`src/rtl/led_fader_if.sv`:
```
// Signal bundle between the LED counter side and the fader output stage.
// The master drives the enable and the counter value; the slave (the fader)
// returns the pin drive and the busy flag.
interface led_fader_if #(
    parameter int N_CH = 4
);
    logic            en;
    logic [N_CH-1:0] value;
    logic [N_CH-1:0] led;
    logic            busy;

    modport master (
        output en,
        output value,
        input  led,
        input  busy
    );

    modport slave (
        input  en,
        input  value,
        output led,
        output busy
    );
endinterface

```
`src/rtl/led_fader.sv`:
```
// led_fader: turns each bit of the asynchronous LED counter value into a PWM
// channel whose brightness ramps one step per prescaler tick towards full-on
// or full-off. Brightness is linear by default; defining LED_FADER_GAMMA_EN
// adds a registered square-law duty mapping (one extra cycle to the pin).
module led_fader #(
    parameter int N_CH     = 4,
    parameter int FADE_DIV = 15625,
    parameter int PWM_BITS = 8
) (
    input  logic        clk,
    input  logic        rst,
    led_fader_if.slave  bus
);

    localparam int PRESC_W = (FADE_DIV > 1) ? $clog2(FADE_DIV) : 1;
    localparam logic [PRESC_W-1:0]  PRESC_LAST = PRESC_W'(FADE_DIV - 1);
    localparam logic [PWM_BITS-1:0] LEVEL_MAX  = '1;

    logic [N_CH-1:0]     sync1_reg;
    logic [N_CH-1:0]     sync2_reg;
    logic [PRESC_W-1:0]  presc_reg;
    logic [PWM_BITS-1:0] pwm_cnt_reg;
    logic                tick;
    logic [N_CH-1:0]     led_bits;
    logic [N_CH-1:0]     diff_bits;
    logic                busy_reg;

    // Two-flop synchroniser for the counter value coming from the divided clock.
    always_ff @(posedge clk) begin
        if (rst) begin
            sync1_reg <= '0;
            sync2_reg <= '0;
        end else begin
            sync1_reg <= bus.value;
            sync2_reg <= sync1_reg;
        end
    end

    // Fade-rate prescaler; frozen (and ticking never) while en is low.
    always_ff @(posedge clk) begin
        if (rst) begin
            presc_reg <= '0;
        end else if (bus.en) begin
            presc_reg <= tick ? '0 : presc_reg + 1'b1;
        end
    end

    assign tick = bus.en && (presc_reg == PRESC_LAST);

    // Free-running PWM period counter, independent of en.
    always_ff @(posedge clk) begin
        if (rst) begin
            pwm_cnt_reg <= '0;
        end else begin
            pwm_cnt_reg <= pwm_cnt_reg + 1'b1;
        end
    end

    generate
        for (genvar gi = 0; gi < N_CH; gi++) begin : g_ch
            logic [PWM_BITS-1:0] target;
            logic [PWM_BITS-1:0] bright_reg;
            logic [PWM_BITS-1:0] duty;
            logic                led_reg;

            assign target = sync2_reg[gi] ? LEVEL_MAX : '0;

            // Step brightness by one towards the target on each tick; a target
            // change seen in the tick cycle only takes effect on the next tick.
            always_ff @(posedge clk) begin
                if (rst) begin
                    bright_reg <= '0;
                end else if (tick) begin
                    if (bright_reg < target) begin
                        bright_reg <= bright_reg + 1'b1;
                    end else if (bright_reg > target) begin
                        bright_reg <= bright_reg - 1'b1;
                    end
                end
            end

`ifdef LED_FADER_GAMMA_EN
            logic [2*PWM_BITS-1:0] square;
            logic [PWM_BITS-1:0]   duty_reg;

            assign square = {{PWM_BITS{1'b0}}, bright_reg} * {{PWM_BITS{1'b0}}, bright_reg};

            // Square-law duty; the top level is forced to full-on so a finished
            // up-ramp still gives a steady pin.
            always_ff @(posedge clk) begin
                if (rst) begin
                    duty_reg <= '0;
                end else if (bright_reg == LEVEL_MAX) begin
                    duty_reg <= LEVEL_MAX;
                end else begin
                    duty_reg <= square[2*PWM_BITS-1:PWM_BITS];
                end
            end

            assign duty = duty_reg;
`else
            assign duty = bright_reg;
`endif

            // Registered PWM compare; full duty is a constant high.
            always_ff @(posedge clk) begin
                if (rst) begin
                    led_reg <= 1'b0;
                end else begin
                    led_reg <= (duty == LEVEL_MAX) || (duty > pwm_cnt_reg);
                end
            end

            assign led_bits[gi]  = led_reg;
            assign diff_bits[gi] = (bright_reg != target);
        end
    endgenerate

    // Busy flag reflects the previous edge's brightness/target mismatch.
    always_ff @(posedge clk) begin
        if (rst) begin
            busy_reg <= 1'b0;
        end else begin
            busy_reg <= |diff_bits;
        end
    end

    assign bus.led  = led_bits;
    assign bus.busy = busy_reg;

endmodule

```
`src/flat_wrapper.sv`:
```
// flat-port wrapper written by rule: the top's interface ports become plain ports
module led_fader_flat 
#(
    parameter int N_CH     = 4,
    parameter int FADE_DIV = 15625,
    parameter int PWM_BITS = 8
)
  (clk, rst, bus_en, bus_value, bus_led, bus_busy);
  led_fader_if #(.N_CH(N_CH)) bus_i ();
  input  logic clk;
  input  logic rst;
  input wire logic [$bits(bus_i.en)-1:0] bus_en;
  input wire logic [$bits(bus_i.value)-1:0] bus_value;
  output wire logic [$bits(bus_i.led)-1:0] bus_led;
  output wire logic [$bits(bus_i.busy)-1:0] bus_busy;
  assign bus_i.en = bus_en;
  assign bus_i.value = bus_value;
  assign bus_led = bus_i.led;
  assign bus_busy = bus_i.busy;
  led_fader #(.N_CH(N_CH), .FADE_DIV(FADE_DIV), .PWM_BITS(PWM_BITS)) u_core (.clk(clk), .rst(rst), .bus(bus_i));
endmodule
```
`config.mk`:
```
export PLATFORM = sky130hd
export DESIGN_NAME = led_fader_flat
export DESIGN_NICKNAME = d
export VERILOG_FILES = /design/src/rtl/led_fader_if.sv /design/src/rtl/led_fader.sv /design/src/flat_wrapper.sv
export SDC_FILE = /design/constraint.sdc
export NUM_CORES = 1
export LEC_CHECK = 0
export CORE_MARGIN = 5
export CORE_UTILIZATION = 50
export CTS_CLUSTER_SIZE = 20
export DETAILED_ROUTE_END_ITERATION = 10
export PLACE_DENSITY = 0.69
export SYNTH_ARGS = -nofsm -noshare
export SYNTH_HDL_FRONTEND = slang
export SYNTH_SLANG_ARGS = --single-unit
```
`constraint.sdc`:
```
create_clock -name clk -period 8.3 [get_ports clk]
set_input_delay 1.66 -clock clk [delete_from_list [all_inputs] [get_ports clk]]
set_output_delay 1.66 -clock clk [all_outputs]
set_load 0.005 [all_outputs]
```
Word level (Yosys, flattened, before mapping)
Index checks and enable logic that the tools add are counted.
Cells by class
  add/sub/neg operators: 10
  magnitude comparators: 12
  equal/unequal tests: 9
  multiplexer cells: 13
  reductions and logical operators: 14
Operators with widths (number)
  two-way mux 8 bit: 12
  greater-than comparator 8 bit: 8
  adder 8 x 1 -> 8 bit (second input constant): 5
  == test 8 bit (second input constant): 4
  less-than comparator 8 bit: 4
  != test 8 bit: 4
  subtractor 8 x 1 -> 8 bit (second input constant): 4
  adder 14 x 1 -> 14 bit (second input constant): 1
  == test 14 bit (second input constant): 1
  two-way mux 14 bit: 1
  AND reduction 2 bit: 4
  nonzero test 2 bit: 4
  logical OR 1 bit: 4
  OR reduction 4 bit: 1
  logical AND 1 bit: 1
Word-level totals
  flip-flop bits (word level): 67
  input port bits: 7
  logic and storage cells: 71

Longest topological paths before layout
  depth after elaboration: 4
  mapped depth: 14

Worst setup path after synthesis
OpenSTA, ideal clock, no wires.
  path kind: register to register
  start point: register u_core.sync2_reg[3]
  end point: register u_core.g_ch[3].bright_reg[7]
  setup time: 0.071 ns
  arrival: 2.973 ns
  required time: 8.229 ns
  setup slack: 5.257 ns
  stages on the path, launching flop included: 14
  period minus slack after synthesis: 3.043 ns
  cell sequence: dfxtp_1 -> inv_1 -> ha_1 -> and3_1 -> a221o_1 -> a21oi_2 -> inv_1 -> ha_1 -> nand2_1 -> o311ai_1 -> o31ai_1 -> xnor2_1 -> or3_1 -> a21oi_1
Between the ends
  word-level cells in the longest chain between the ends: 4
Ends and longest elaborated chain
  from (decl): line led_fader.sv:20  | logic [N_CH-1:0] sync2_reg;
  from (signal assigned): line led_fader.sv:35  | sync2_reg <= sync1_reg;
  two-way mux 8 bit (*): line led_fader.sv:66  | assign target = sync2_reg[gi] ? LEVEL_MAX : '0;
  greater-than comparator 8 bit or less-than comparator 8 bit (tied branches): line led_fader.sv:76, led_fader.sv:74
  nonzero test 2 bit (no source line)
  AND reduction 2 bit (no source line)
  to (signal assigned): line led_fader.sv:75  | bright_reg <= bright_reg + 1'b1;
  to (signal assigned): line led_fader.sv:77  | bright_reg <= bright_reg - 1'b1;
  to (decl): line led_fader.sv:62  | logic [PWM_BITS-1:0] bright_reg;
Mark *: on every way between the ends. The rest lies on a longest branch, timed or not.
A chain may end at the register's enable or synchronous reset.

Final worst setup path
  start point: input port bus_en
  end point: register u_core.g_ch[2].bright_reg[1]
Between the ends
  word-level cells in the longest chain between the ends: 2
Ends and longest elaborated chain
  from (decl): line flat_wrapper.sv:12  | input wire logic [$bits(bus_i.en)-1:0] bus_en;
  logical AND 1 bit: line led_fader.sv:48  | assign tick = bus.en && (presc_reg == PRESC_LAST);
  AND reduction 2 bit (no source line)
  to (signal assigned): line led_fader.sv:75
  to (signal assigned): line led_fader.sv:77
  to (decl): line led_fader.sv:62
Every way passes these cells.

==> impl_metrics.ini <==
[grt]
grt_pass1_vias = 3937
grt.overflow.total = 0
antenna_found_initial = 0
track_usage_pct = 17.65
grt_pass1_wl_um = 18260
grt_max_degree = 60

[finish]
area_growth_pct = 7.782
layout-drive-gt1-share_pct = 3.584
multi_input_area_um2 = 3533
largest_register_ffs = 32
fillCellCount = 924
regArea_um2 = 1341
nets = 684
utilization_pct = 55.59
antenna_cells = 0

[route]
routed_wl_um = 10490
antenna_left = 0
drt-wirelength-per-cell_um = 14.59
vias = 4075
drc = 0
vias_per_cell = 5.668
dr.pass1.iters = 4
drtIter0Drc = 169

[sta]
setup_tns_ns = 0
hold_viol = 0
min_period_over_period_pct = 49.15
max_freq_mhz = 245.1
min_period_ns = 4.079
slew_violations = 0
relSlewSlack_pct = 30.10
rsz0062_at_grt = false
setup_viol = 0
fin_skew_ns = 0.006790
tightestPinTransition_ns = 1.046

[setup_path]
worst-path-max-fanout = 10
required_ns = 8.51
slowest_stage = a21boi_1
crit_start = bus_en
critical_path.cell_chain = clkdlybuf4s50_1 > nor4bb_1 > nand2_1 > nor3_2 > a21boi_1 > mux2i_1 > nor2_1
endpoint_kind = flip-flop
crit_type = in2reg
worstReg2RegStart = u_core.sync2_reg[3]
max_stage_delay_ns = 0.90
cp-start-kind = input pin
crit_arrival_ns = 4.29

[synth]
synth_compound_area_share_pct = 12.85
ys_top_cells_by_area = dfxtp_1 (26%), ha_1 (23%), mux2i_1 (5.3%)
ys_ff_latch = 67
synth_common_cells = ha_1 (92), nor2_1 (72), dfxtp_1 (67)
synth-main-ff-cell = dfxtp_1
yosys_warnings = 0
synthAdderAreaFrac_pct = 24.31
synthMuxAreaShare_pct = 5.336
yosys.area.top_type_share_pct = 26.48
synthSimpleGateAreaFrac_pct = 19.84
synth_edf_count = 0
synth_xor_xnor_area_share_pct = 7.436
yosysTopAreaCell = dfxtp_1
synth_most_common_cell = ha_1
ys_types = 44
ys_async_sr_fraction_pct = 0
syn_area_um2 = 5065
syn_avg_cell_area_um2 = 8.778
synth.net_count = 680
synth_top_family_by_area = adder cells
synth_seq_area_share_pct = 26.48
synthCells = 577

[clock_network]
cts_buffers = 9
post_cts_buffers = 0
htree_num_levels = 3
path_clk_slew_ns = 0.08
clkLatencyLatePin_ns = 0.35
hold_buffers = 0
cts_tree = done
cts.sinks = 67
clockBufferDepth = 2
cts_root_buf = clkbuf_8
cts-resized-gates = 0

[placed_design]
port_buffers = 11
post-dp-hpwl_um = 7765
gp_congestion = 0.7797

[floorplanning]
dieWidth_um = 110.6
ioPinCount = 12
rows = 36
die_h_um = 110.6
core_um2 = 9819
die_area_um2 = 12240
initial_core_util_pct = 51.58

[worst_hold_path]
hold_path_class = reg2reg
worstHoldStart = u_core.sync1_reg[1]

[flow_run]
maxCapViolCount = 0

[run_status]
status = complete, no violations

[pwr]
p_leak_nw = 2.310
ir_drop_v = 0.00006681
pwr_density_cell_nw_per_um2 = 135.7
[per-layer routing]
metal / vias to the layer above / global-route usage, % / share of wire [%]
li1: 2072 / - / -
met1: 1923 / 22.95 / 48
met2: 62 / 29.09 / 48
met3: 18 / 3.173 / 2.8
met4: 0 / 6.650 / 1.9
met5: - / 0 / 0
[kinds of logic after synthesis]
logic type / Yosys count
compound gates: 103
xor+xnor: 43
flops: 67
mux: 27
fa+ha+maj: 96
simple gates: 198
buf+inv: 43
[final timing paths]
check	end	slack, ns	cells past startpoint
max	u_core.g_ch[2].bright_reg[1]	4.22	7
min	u_core.sync2_reg[1]	0.44	1
max reg2reg	u_core.g_ch[3].bright_reg[7]	4.87	13
min reg2reg	u_core.sync2_reg[1]	0.44	1
[cells in the final DEF (no fill, tap or decap), drive strengths merged, types with 4 or more instances in the layout]
| cell type | n |
|---|---|
| inv | 25 |
| a21oi | 39 |
| a2111oi | 4 |
| o21a | 7 |
| clkdlybuf4s50 | 10 |
| nand2b | 6 |
| o21ai | 19 |
| dfxtp | 67 |
| nor2b | 24 |
| o31ai | 4 |
| and3 | 8 |
| nand3b | 4 |
| fa | 4 |
| clkbuf | 9 |
| nand3 | 15 |
| a211oi | 5 |
| nand4 | 18 |
| xnor2 | 28 |
| nor2 | 72 |
| o211ai | 7 |
| nor3 | 7 |
| ha | 92 |
| a21o | 9 |
| xor2 | 15 |
| nand2 | 26 |
| nand4b | 7 |
| mux2i | 27 |
[where the power goes]
group          internal [mW]  switching [mW]
sequential             0.327         0.00392
combinational         0.0468          0.0595
clock                  0.169           0.135
[per-stage QoR]
step           instances  power, mW  instance area [um2]  hold WS, ns  setup WS [ns]
4_1_cts              719     0.7478                 5459       0.4435          4.218
6_report             719     0.7406                 5459       0.4393          4.221
2_1_floorplan        577     0.4209                 5065       0.4138          5.257
5_1_grt              719     0.7830                 5459       0.4654          4.033
3_5_place_dp         703     0.4441                 5244       0.4256          3.825
3_3_place_gp         703     0.4393                 5244       0.4181          3.937
[area by class of cell]
cell class	count	area share [%]
Multi-Input combinational cell	467	64.73
Sequential cell	67	24.57
Tap cell	133	3.048
Clock buffer	9	2.269
Timing Repair Buffer	12	2.063
Clock inverter	7	1.673
Inverter	24	1.650
[critical path: cells and delay by family]
kind	cells	cell delay [ns]
multiplexers	1	0.28
AND/OR/NAND/NOR	4	0.79
AO/OA/AOI/OAI	1	0.90
buffers and inverters	1	0.65
Note: power is estimated with default switching activity, not from simulation.
